$ cat src/rtl/rk_video_pkg.sv
// Shared framebuffer geometry and clear-engine state encoding for the rk_video blocks.
// No logic; constants and types only.
// Consumers may override geometry through their own parameters.
package rk_video_pkg;

  localparam int FB_W    = 408;
  localparam int FB_H    = 300;
  localparam int FB_SIZE = FB_W * FB_H;
  localparam int ADDR_W  = 18;

  typedef enum logic [1:0] {
    IDLE  = 2'd0,
    CLEAR = 2'd1,
    DONE  = 2'd2
  } clr_state_t;

endpackage

$ cat src/rtl/rk_fb_clear_engine.sv
// Clear engine: walks every framebuffer address once, writing 0, on a start pulse.
// Latency: first request one cycle after i_start; o_done one cycle after the last grant.
// Backpressure: the request stays up and the address holds while i_gnt is low.
module rk_fb_clear_engine
  import rk_video_pkg::*;
#(
  parameter int ADDR_W  = rk_video_pkg::ADDR_W,
  parameter int FB_SIZE = rk_video_pkg::FB_SIZE
) (
  input  logic              i_clk,
  input  logic              i_reset_n,
  input  logic              i_start,
  input  logic              i_gnt,
  output logic              o_req,
  output logic [ADDR_W-1:0] o_addr,
  output logic              o_busy,
  output logic              o_done
);

  localparam logic [ADDR_W-1:0] LAST_ADDR = ADDR_W'(FB_SIZE - 1);

  clr_state_t        r_state;
  clr_state_t        w_state_nxt;
  logic [ADDR_W-1:0] r_addr;
  logic [ADDR_W-1:0] w_addr_nxt;
  logic              r_busy;
  logic              r_done;

  // Next state and address: a start is only honoured from IDLE, the address advances per grant.
  always_comb begin
    w_state_nxt = r_state;
    w_addr_nxt  = r_addr;
    case (r_state)
      IDLE: begin
        if (i_start) begin
          w_state_nxt = CLEAR;
          w_addr_nxt  = '0;
        end
      end
      CLEAR: begin
        if (i_gnt) begin
          if (r_addr == LAST_ADDR) begin
            w_state_nxt = DONE;
            w_addr_nxt  = '0;
          end else begin
            w_addr_nxt = r_addr + 1'b1;
          end
        end
      end
      DONE:    w_state_nxt = IDLE;
      default: w_state_nxt = IDLE;
    endcase
  end

  // State register; busy/done are registered from the next state so they line up with it.
  always_ff @(posedge i_clk or negedge i_reset_n) begin
    if (!i_reset_n) begin
      r_state <= IDLE;
      r_addr  <= '0;
      r_busy  <= 1'b0;
      r_done  <= 1'b0;
    end else begin
      r_state <= w_state_nxt;
      r_addr  <= w_addr_nxt;
      r_busy  <= (w_state_nxt == CLEAR);
      r_done  <= (w_state_nxt == DONE);
    end
  end

  assign o_req  = (r_state == CLEAR);
  assign o_addr = r_addr;
  assign o_busy = r_busy;
  assign o_done = r_done;

endmodule

$ cat src/rtl/rk_fb_write_arb.sv
// Framebuffer port-A write arbiter: video > clear engine > host, one registered write per clock.
// Latency: a grant in cycle N drives o_fb_* and o_host_ack in cycle N+1.
// Backpressure: video is never stalled; clear waits for video-free cycles; host holds i_host_req until ack.
module rk_fb_write_arb
  import rk_video_pkg::*;
#(
  parameter int ADDR_W  = rk_video_pkg::ADDR_W,
  parameter int FB_W    = rk_video_pkg::FB_W,
  parameter int FB_H    = rk_video_pkg::FB_H,
  parameter int STALL_W = 16
) (
  input  logic               i_clk,
  input  logic               i_reset_n,
  input  logic               i_vid_we,
  input  logic [ADDR_W-1:0]  i_vid_addr,
  input  logic               i_vid_data,
  input  logic               i_clr_start,
  output logic               o_clr_busy,
  output logic               o_clr_done,
  input  logic               i_host_req,
  input  logic [ADDR_W-1:0]  i_host_addr,
  input  logic               i_host_data,
  output logic               o_host_ack,
  output logic               o_fb_we,
  output logic [ADDR_W-1:0]  o_fb_addr,
  output logic               o_fb_data,
  output logic [STALL_W-1:0] o_stall_cnt
);

  localparam int                 FB_SIZE   = FB_W * FB_H;
  // One extra bit so a framebuffer that exactly fills the address space still compares correctly.
  localparam logic [ADDR_W:0]    FB_SIZE_X = (ADDR_W + 1)'(FB_SIZE);
  localparam logic [STALL_W-1:0] STALL_MAX = '1;

  logic               w_clr_req;
  logic [ADDR_W-1:0]  w_clr_addr;
  logic               w_clr_gnt;
  logic               w_host_gnt;
  logic               w_host_ok;
  logic               r_fb_we;
  logic [ADDR_W-1:0]  r_fb_addr;
  logic               r_fb_data;
  logic               r_host_ack;
  logic [STALL_W-1:0] r_stall;

  rk_fb_clear_engine #(
    .ADDR_W  (ADDR_W),
    .FB_SIZE (FB_SIZE)
  ) u_clear (
    .i_clk     (i_clk),
    .i_reset_n (i_reset_n),
    .i_start   (i_clr_start),
    .i_gnt     (w_clr_gnt),
    .o_req     (w_clr_req),
    .o_addr    (w_clr_addr),
    .o_busy    (o_clr_busy),
    .o_done    (o_clr_done)
  );

  // Fixed priority; the host is masked during its own ack cycle so one request is never granted twice.
  assign w_clr_gnt  = w_clr_req & ~i_vid_we;
  assign w_host_gnt = i_host_req & ~r_host_ack & ~i_vid_we & ~w_clr_req;
  assign w_host_ok  = ({1'b0, i_host_addr} < FB_SIZE_X);

  // Output write port: out-of-range host writes are acked but never reach the RAM.
  always_ff @(posedge i_clk or negedge i_reset_n) begin
    if (!i_reset_n) begin
      r_fb_we    <= 1'b0;
      r_fb_addr  <= '0;
      r_fb_data  <= 1'b0;
      r_host_ack <= 1'b0;
    end else begin
      r_fb_we    <= i_vid_we | w_clr_gnt | (w_host_gnt & w_host_ok);
      r_host_ack <= w_host_gnt;
      if (i_vid_we) begin
        r_fb_addr <= i_vid_addr;
        r_fb_data <= i_vid_data;
      end else if (w_clr_gnt) begin
        r_fb_addr <= w_clr_addr;
        r_fb_data <= 1'b0;
      end else if (w_host_gnt && w_host_ok) begin
        r_fb_addr <= i_host_addr;
        r_fb_data <= i_host_data;
      end
    end
  end

  // Saturating count of cycles the host waited; the ack cycle itself is not a wait.
  always_ff @(posedge i_clk or negedge i_reset_n) begin
    if (!i_reset_n) begin
      r_stall <= '0;
    end else if (i_host_req && !w_host_gnt && !r_host_ack && (r_stall != STALL_MAX)) begin
      r_stall <= r_stall + 1'b1;
    end
  end

  assign o_fb_we     = r_fb_we;
  assign o_fb_addr   = r_fb_addr;
  assign o_fb_data   = r_fb_data;
  assign o_host_ack  = r_host_ack;
  assign o_stall_cnt = r_stall;

endmodule

$ cat config.mk
export PLATFORM = sky130hd
export DESIGN_NAME = rk_fb_write_arb
export DESIGN_NICKNAME = d
export VERILOG_FILES = /design/src/rtl/rk_video_pkg.sv /design/src/rtl/rk_fb_clear_engine.sv /design/src/rtl/rk_fb_write_arb.sv
export SDC_FILE = /design/constraint.sdc
export NUM_CORES = 1
export LEC_CHECK = 0
export ABC_AREA = 0
export ABC_CLOCK_PERIOD_IN_PS = 3890
export BUFFER_PORTS_ARGS = -buffer_cell sky130_fd_sc_hd__buf_2
export CORE_AREA = 5 5 96 98
export CTS_BUF_LIST = sky130_fd_sc_hd__clkbuf_8
export DETAILED_ROUTE_END_ITERATION = 6
export DIE_AREA = 0 0 101 103
export GPL_ROUTABILITY_DRIVEN = 1
export GPL_TIMING_DRIVEN = 0
export SKIP_CTS_REPAIR_TIMING = 1
export SLEW_MARGIN = 0
export SYNTH_ARGS = -nofsm -noshare
export SYNTH_HDL_FRONTEND = slang
export SYNTH_HIERARCHICAL = 1
export SYNTH_SLANG_ARGS = --single-unit
$ cat constraint.sdc
create_clock -name i_clk -period 3.89 [get_ports i_clk]
set_clock_uncertainty 0.05 [all_clocks]
set_input_delay 0.389 -clock i_clk [delete_from_list [all_inputs] [get_ports i_clk]]
set_output_delay 0.389 -clock i_clk [all_outputs]
set_load 0.005 [all_outputs]
; After elaboration in Yosys (flattened, before gate mapping)
; Index checks and enable logic that the tools add are counted.
[word_totals]
regBits = 59
in_bits = 43
wordCells = 53
[classes]
add_sub_neg = 2
n_lt_le_gt_ge = 1
n_eq_ne = 7
n_mux = 14
n_bitwise = 10
n_reduce_logical = 10
[op_table]
columns = cell, n
row1 = two-way mux 18 bit, 6
row2 = case mux 18 bit (2 select lines), 1
row3 = adder 18 x 1 -> 18 bit (second input constant), 1
row4 = == test 18 x 17 -> 1 bit (second input constant), 1
row5 = less-than comparator 18 x 17 -> 1 bit (second input constant), 1
row6 = adder 16 x 1 -> 16 bit (second input constant), 1
row7 = != test 16 bit (second input constant), 1
row8 = two-way mux 2 bit, 3
row9 = bitwise AND 1 bit, 5
row10 = == test 2 x 1 -> 1 bit (second input constant), 2
row11 = logical AND 1 bit, 4
row12 = case mux 2 bit (2 select lines), 1
row13 = two-way mux 1 bit, 3
row14 = NOT 1 bit, 3
row15 = AND reduction 3 bit, 1
row16 = nonzero test 3 bit, 1
row17 = == test 2 bit (second input constant), 1
row18 = logical NOT 1 bit, 2
row19 = logical NOT 2 bit, 1
row20 = != test 2 x 1 -> 1 bit (second input constant), 1
row21 = != test 2 bit (second input constant), 1
row22 = OR 1 bit, 2
row23 = nonzero test 2 bit, 1

; Logic depth before layout (Yosys ltp)
; Gate-level depths: netlist (run 1).
[logic_depth]
depth_word = 8
mapped_depth = 10
ltp_nobuf = 7

; Hierarchy
; Netlist (run 1), hierarchy kept.
[modules_own_cells]
columns = mod, n_inst, cells_per_inst, area_per_inst_um2, seq_area_each_um2
row1 = rk_fb_write_arb, 1, 186, 2003.2, 925.9
row2 = rk_fb_clear_engine, 1, 121, 1231.2, 550.5

; Worst setup path before layout (run 1)
; No wires, ideal clock.
[synth_timing]
path_kind = flip-flop to flip-flop
startpoint = register u_clear.r_state[1]
endpoint = register u_clear.r_addr[6], in the netlist u_clear/o_addr[6]
setup_ns = 0.119
t_arrival_ns = 2.407
path_slack_ns = 1.315
path_stages_with_launch = 11
path_buffers = 3
period_less_slack_ns = 2.575
cell_sequence = dfrtp_1 > nor2b_1 > buf_1 > nor2b_1 > mux2i_1 > or2_1 > buf_6 > buf_6 > nor3_2 > xnor2_1 > nor2_1
[synth_between]
elab_chain_len = 4
word_cells_on_any_way = 8
[synth_rtl]
columns = element, line
row1 = from (decl), rk_fb_clear_engine.sv:22  ; clr_state_t r_state;
row2 = from (signal assigned), rk_fb_clear_engine.sv:63  ; r_state <= w_state_nxt;
row3 = == test 2 x 1 -> 1 bit, rk_fb_clear_engine.sv:70  ; assign o_req = (r_state == CLEAR);
row4 = via w_clr_req, rk_fb_write_arb.sv:35  ; logic w_clr_req;
row5 = bitwise AND 1 bit, rk_fb_write_arb.sv:61  ; assign w_clr_gnt = w_clr_req & ~i_vid_we;
row6 = via w_clr_gnt, rk_fb_write_arb.sv:37  ; logic w_clr_gnt;
row7 = != test 2 x 1 -> 1 bit (no source line), -
row8 = AND reduction 3 bit (no source line), -
row9 = to (signal assigned), rk_fb_clear_engine.sv:64  ; r_addr <= w_addr_nxt;
row10 = to (decl), rk_fb_clear_engine.sv:24  ; logic [ADDR_W-1:0] r_addr;
; The timed path passes the listed nets, and every way through them passes these cells.
; A chain may end at the register's enable or synchronous reset.

; Worst setup path after layout (run 1)
; Same ends and word-level chain as after synthesis.

==> flow_metrics.env, run 1 <==
export IMPL_synth_avg_cell_area_um2=10.54
export IMPL_layout_commonest_cell="buf_2"
export IMPL_p_sw_w=0.0005061
export IMPL_path_cells="nor2b_1 -> buf_1 -> nor2b_1 -> mux2i_1 -> or2_1 -> buf_6 -> buf_6 -> nor3_2 -> xnor2_1 -> nor2_1"
export IMPL_antenna_found_initial=0
export IMPL_setup_viol=0
export IMPL_internal_power_w=0.001218
export IMPL_critical_path_max_stage_delay_ns=0.56
export IMPL_gp_congestion=0.8007
export IMPL_required_ns=4.05
export IMPL_rsz0062_at_grt="no"
export IMPL_seq_area_frac_synth_pct=45.65
export IMPL_r2r_start="u_clear/r_state[1]$_DFF_PN0_"
export IMPL_hold_violations=0
export IMPL_met3_usage_pct=3.112
export IMPL_n_antenna_cell=0
export IMPL_p_comb_share_pct=18.7
export IMPL_row_count=34
export IMPL_yosysWarnings=6
export IMPL_crit_fanout=10
export IMPL_synth_nets=352
export IMPL_cap_violations=0
export IMPL_p_leak_nw=1.944
export IMPL_routed_wl_um=8093
export IMPL_grt_use_met2_pct=27.24
export IMPL_fp_dieW_um=101
export IMPL_clk_latency_ns=0.33
export IMPL_fin_crit_ns=3.053
export IMPL_gr_usage_all_layers_pct=15.89
export IMPL_hp_class="primary input to async pin"
export IMPL_grt_ovfl_total=0
export IMPL_clock_sinks=59
export IMPL_dpl_hpwl_um=6086
export IMPL_cts_max_level=3
export IMPL_place_area_um2=3775
export IMPL_end_kind="flip-flop"
export IMPL_final_cell_mix="buf_2, dfrtp_1, nand2_1, nor2_1, mux2_2"
export IMPL_drtIter0Drc=148
export IMPL_synthAdderAreaFrac_pct=0.7737
export IMPL_critPathArrivalTime_ns=3.21
export IMPL_layout_drive_gt1_share_pct=35.32
export IMPL_die_y_um=103
export IMPL_start_util_pct=38.59
export IMPL_slowest_stage="buf_1"
export IMPL_finalNetCount=444
export IMPL_grt_pass1_wl_um=13170
export IMPL_tightest_slew_ns=0.7654
export IMPL_ys_flop_type="dfrtp_1"
export IMPL_ys_seq_elements=59
export IMPL_startpoint_type="flip-flop"
export IMPL_ios=82
export IMPL_ir_drop_uv=155.2
export IMPL_crit_type="flip-flop to flip-flop"
export IMPL_drc=0
export IMPL_synth_compound_area_share_pct=5.841
export IMPL_status="completed"
export IMPL_max_freq_mhz=327.6
export IMPL_fin_setup_tns_ns=0
export IMPL_seq_power_share_pct=47.8
export IMPL_whs_ns=0.08899
export IMPL_fp_dieArea_um2=10400
export IMPL_synth_edff_count=0
export IMPL_vias=2704
export IMPL_drtAntennaViolNets=0
export IMPL_use_met1_pct=20.58
export IMPL_cts_buffers=9
export IMPL_fin_crit_sh_pct=78.48
export IMPL_clk_path_buf_depth=2
export IMPL_clk_pin_slew_ns=0.07
export IMPL_avgRoutedWirePerCell_um=15.87
export IMPL_grt_max_degree=60
export IMPL_grt_pass1_vias=2673
export IMPL_async_reset_ff_share_pct=100.0
export IMPL_cts_tree="built"
export IMPL_synth_area_mux_share_pct=14.31
export IMPL_stdcell_area_um2=3978
export IMPL_p_clk_share_pct=33.5
export IMPL_synthDistinctLibCells=47
export IMPL_drv_slew=0
export IMPL_startpoint="u_clear/r_state[1]$_DFF_PN0_"
export IMPL_pre_cts_ws_ns=0.8874
export IMPL_syn_inst=307
export IMPL_avgViaCountPerCell=5.302
export IMPL_switching_share_pct=29.36
export IMPL_slew_headroom_pct=48.97
export IMPL_synth_top_family_by_area="simple AND/OR/NAND/NOR gates"
export IMPL_synthesis_area_um2=3234
export IMPL_area_growth_pct=22.98
export IMPL_p_per_area_nw_per_um2=433.4
export IMPL_synth_simple_area_share_pct=23.64
export IMPL_power_w=0.001724
export IMPL_clockRootBuffer="clkbuf_8"
export IMPL_core_area_um2=8381
export IMPL_firstDrtPassIters=4
export IMPL_grt_busiest_layer="met2"
export IMPL_setup_slack_ns=0.8371
export IMPL_synth_xor_area_share_pct=7.041
export IMPL_port_buffers=81
flip-flops by register name (all words and copies together), names as in the netlist:
name             count
o_host_ack           1
u_clear/r_state      2
o_fb_data            1
u_clear/o_busy       1
o_stall_cnt         16
o_fb_we              1
o_fb_addr           18
u_clear/o_done       1
u_clear/o_addr      18
power by group through the flow:
stage / logic [W] / registers, W / clock network (W)
finish: 0.000323 / 0.000823 / 0.000577
global route: 0.000360 / 0.000839 / 0.000631
CTS: 0.000329 / 0.000823 / 0.000600
detailed placement: 0.000328 / 0.000834 / 0
global placement: 0.000321 / 0.000829 / 0
floorplan: 0.000191 / 0.000811 / 0
Yosys cell counts (2+ instances only):
cell      number  area, um2
nand4_1       10      62.56
nand3_1       18      90.09
a21oi_1        2      10.01
clkbuf_1       4      15.01
nand4_4        2      42.54
mux2_2        22      247.7
mux2i_1       20      200.2
nor3_1         8      40.04
buf_6          4      45.04
nor3_2         2      20.02
nor4_2         2      25.02
xor2_1         6      52.55
buf_1          3      11.26
inv_1          2      7.510
nor4_1         3      18.77
a22o_1         2      17.52
dfrtp_1       59       1476
nand2_1       33      123.9
and3_1         5      31.28
ha_1           2      25.02
xnor2_1       20      175.2
o21ai_0       21      105.1
nand2b_1       2      12.51
nor2_1        26      97.59
nand4b_1       5      43.79
buf_2          2      10.01
nor2b_1        2      12.51
final timing paths:
kind	end	slack, ns	cells after the start
min in group i_clk	u_clear/o_busy$_DFF_PN0_	0.32	3
hold / removal	o_stall_cnt[8]$_DFFE_PN0P_	0.09	1
setup / recovery	u_clear/o_addr[6]$_DFFE_PN0P_	0.84	10
setup reg to reg	u_clear/o_addr[6]$_DFFE_PN0P_	0.84	10
hold reg to reg	o_fb_addr[8]$_DFFE_PN0P_	0.45	1
max in group asynchronous	o_fb_addr[7]$_DFFE_PN0P_	3.20	1
through the flow:
stage	std cells	util (%)
2_1_floorplan	307	-
3_3_place_gp	496	45.04
3_5_place_dp	496	45.04
4_1_cts	510	47.43
5_1_grt	510	47.46
6_report	510	47.46
worst max-delay path, delay by kind of cell (launching register included):
kind / cells / cell delay [ns]
xor+xnor: 1 / 0.15
buf+inv: 3 / 0.84
simple gates: 5 / 1.29
flops: 1 / 0.43
mux: 1 / 0.16
final cells by class:
cell class	count	area (um2)
fill	818	4403
multi-input combinational	233	1669
sequential	59	1476
timing repair buffer	81	407.9
clock buffer	12	165.2
tap	108	135.1
buffer	13	81.33
clock inverter	2	35.03
inverter	2	7.507
routing by layer:
layer,part of all wire [%],vias up,routed length [um]
met5,0,-,0
li1,-,1279,-
met1,44,1350,3539
met3,5.4,11,438
met4,1.1,0,86
met2,50,64,4029
logic make-up after synthesis:
group | after synthesis
buffers and inverters | 15
multiplexers | 43
AND/OR/NAND/NOR | 132
AO/OA/AOI/OAI | 30
XOR/XNOR | 26
adder cells (fa/ha/maj) | 2
flip-flops | 59
No activity file was read; power rests on OpenSTA's default activity.
==> inputs of run 2 (changes only) <==
ABC_CLOCK_PERIOD_IN_PS = 3100   (was 3890)
clock period = 3.1 ns   (was 3.89 ns; I/O delays follow)
==> flow_metrics.env, run 2 (synthesis results as in run 1) <==
export IMPL_final_cell_mix="buf_2, dfrtp_1, nand2_1, nor2_1, mux2_2"
export IMPL_rrSetupSlack_ns=0.25
export IMPL_grt_max_degree=60
export IMPL_drv_slew=0
export IMPL_cap_violations=0
export IMPL_fin_crit_sh_pct=92.07
export IMPL_drtAntennaViolNets=0
export IMPL_port_buffers=81
export IMPL_cts_tree="built"
export IMPL_route_met3_wl_um=422
export IMPL_p_per_area_nw_per_um2=543.6
export IMPL_startpoint="u_clear/r_state[1]$_DFF_PN0_"
export IMPL_p_leak_nw=1.947
export IMPL_power_w=0.002163
export IMPL_grt_pass1_vias=2673
export IMPL_setup_viol=0
export IMPL_gp_congestion=0.8007
export IMPL_required_ns=3.26
export IMPL_pre_cts_ws_ns=0.09739
export IMPL_avgRoutedWirePerCell_um=15.85
export IMPL_core_area_um2=8381
export IMPL_top_layer="met4"
export IMPL_place_area_um2=3775
export IMPL_rsz0062_at_grt="no"
export IMPL_placedCellCount=496
export IMPL_n_antenna_cell=0
export IMPL_tightest_slew_ns=0.7647
export IMPL_fin_crit_ns=2.854
export IMPL_vias=2698
export IMPL_clock_sinks=59
export IMPL_ir_drop_uv=194.9
export IMPL_status="completed"
export IMPL_r2r_end="u_clear/o_addr[6]$_DFFE_PN0P_"
export IMPL_clk_path_buf_depth=2
export IMPL_fp_dieArea_um2=10400
export IMPL_routed_wl_um=8082
export IMPL_r2r_start="u_clear/r_state[1]$_DFF_PN0_"
export IMPL_finalNetCount=444
export IMPL_hold_violations=0
export IMPL_antenna_found_initial=0
export IMPL_clockRootBuffer="clkbuf_8"
export IMPL_stdcell_area_um2=3979
export IMPL_slew_headroom_pct=49.02
export IMPL_final_cells=510
export IMPL_crit_fanout=10
export IMPL_multi_input_area_um2=1669
export IMPL_drt_met1_wl_um=3515
export IMPL_firstDrtPassIters=4
export IMPL_fillCellCount=817
export IMPL_die_y_um=103
export IMPL_dpl_hpwl_um=6086
export IMPL_area_growth_pct=23.02
export IMPL_layout_commonest_cell="buf_2"
export IMPL_grt_pass1_wl_um=13170
export IMPL_ios=82
export IMPL_start_util_pct=38.59
export IMPL_avgViaCountPerCell=5.290
export IMPL_seq_area_um2=1476
export IMPL_row_count=34
export IMPL_layout_drive_gt1_share_pct=35.57
export IMPL_max_freq_mhz=350.4
export IMPL_wl_met2_um=4060
export IMPL_crit_type="flip-flop to flip-flop"
export IMPL_drtIter0Drc=151
export IMPL_setup_slack_ns=0.2458
export IMPL_startpoint_type="flip-flop"
export IMPL_crit_end="u_clear/o_addr[6]$_DFFE_PN0P_"
export IMPL_cts_buffers=9
export IMPL_cts_max_level=3
export IMPL_fin_setup_tns_ns=0
export IMPL_clk_latency_ns=0.33
export IMPL_end_kind="flip-flop"
export IMPL_ff2ff_path_depth=10
export IMPL_clk_pin_slew_ns=0.07
export IMPL_drc=0
export IMPL_fp_dieW_um=101
export IMPL_critPathArrivalTime_ns=3.02
export IMPL_grt_ovfl_total=0
export IMPL_hp_class="primary input to async pin"
export IMPL_gr_usage_all_layers_pct=15.89
-- run 2: cell types whose count changed in the layout (fill, tap and decap cells not counted), sizes merged --
cell	delta
clkbuf	+1
buf	-1
-- run 2: worst max-delay path, stage by stage, from the launching register on --
cell	delay, ns
dfrtp_1	0.43
nor2b_1	0.47
clkbuf_2	0.40
nor2b_1	0.31
mux2i_1	0.15
or2_1	0.24
buf_6	0.14
buf_6	0.14
nor3_2	0.17
xnor2_1	0.15
nor2_1	0.06
-- run 2: per-layer routing --
metal	vias up	global-route usage, %
li1	1280	-
met1	1347	20.58
met2	62	27.24
met3	9	3.112
met4	0	4.294
met5	-	0
-- run 2: worst min-delay path by stage --
| stage | start | endpoint | slack [ns] | cells past startpoint |
|---|---|---|---|---|
| 2_1_floorplan | i_reset_n | o_fb_addr[0]$_DFFE_PN0P_ | -0.04 | 0 |
| 3_3_place_gp | o_fb_data$_DFFE_PN0P_ | o_fb_data$_DFFE_PN0P_ | 0.44 | 1 |
| 3_5_place_dp | o_fb_addr[11]$_DFFE_PN0P_ | o_fb_addr[11]$_DFFE_PN0P_ | 0.44 | 1 |
| 4_1_cts | i_clr_start | u_clear/o_busy$_DFF_PN0_ | 0.24 | 3 |
| 5_1_grt | i_reset_n | o_stall_cnt[6]$_DFFE_PN0P_ | 0.07 | 1 |
| 6_report | i_reset_n | o_stall_cnt[8]$_DFFE_PN0P_ | 0.009 | 1 |
-- run 2: cell type report --
type | instances | share of cell area (%)
plain buffers | 13 | 2.075
clock buffers | 12 | 4.151
clock inverters | 2 | 0.8805
inverters | 2 | 0.1887
multi-input cells | 233 | 41.95
flip-flops and latches | 59 | 37.11
well taps | 108 | 3.396
repair buffers | 81 | 10.25
-- run 2: where the power goes --
group / total (W) / switching [W] / leakage [nW] / internal, W
logic: 0.000405 / 0.000186 / 1.09 / 0.000220
clock network: 0.000725 / 0.000297 / 0.104 / 0.000427
registers: 0.00103 / 0.000152 / 0.756 / 0.000881
total: 0.00216 / 0.000635 / 1.95 / 0.00153
-- run 2: metrics by stage --
| stage | utilization (%) | hold WS [ns] |
|---|---|---|
| floorplan | - | -0.03559 |
| global placement | 45.04 | 0.4396 |
| detailed placement | 45.04 | 0.4405 |
| CTS | 47.43 | 0.2354 |
| global route | 47.48 | 0.06544 |
| finish | 47.48 | 0.009494 |
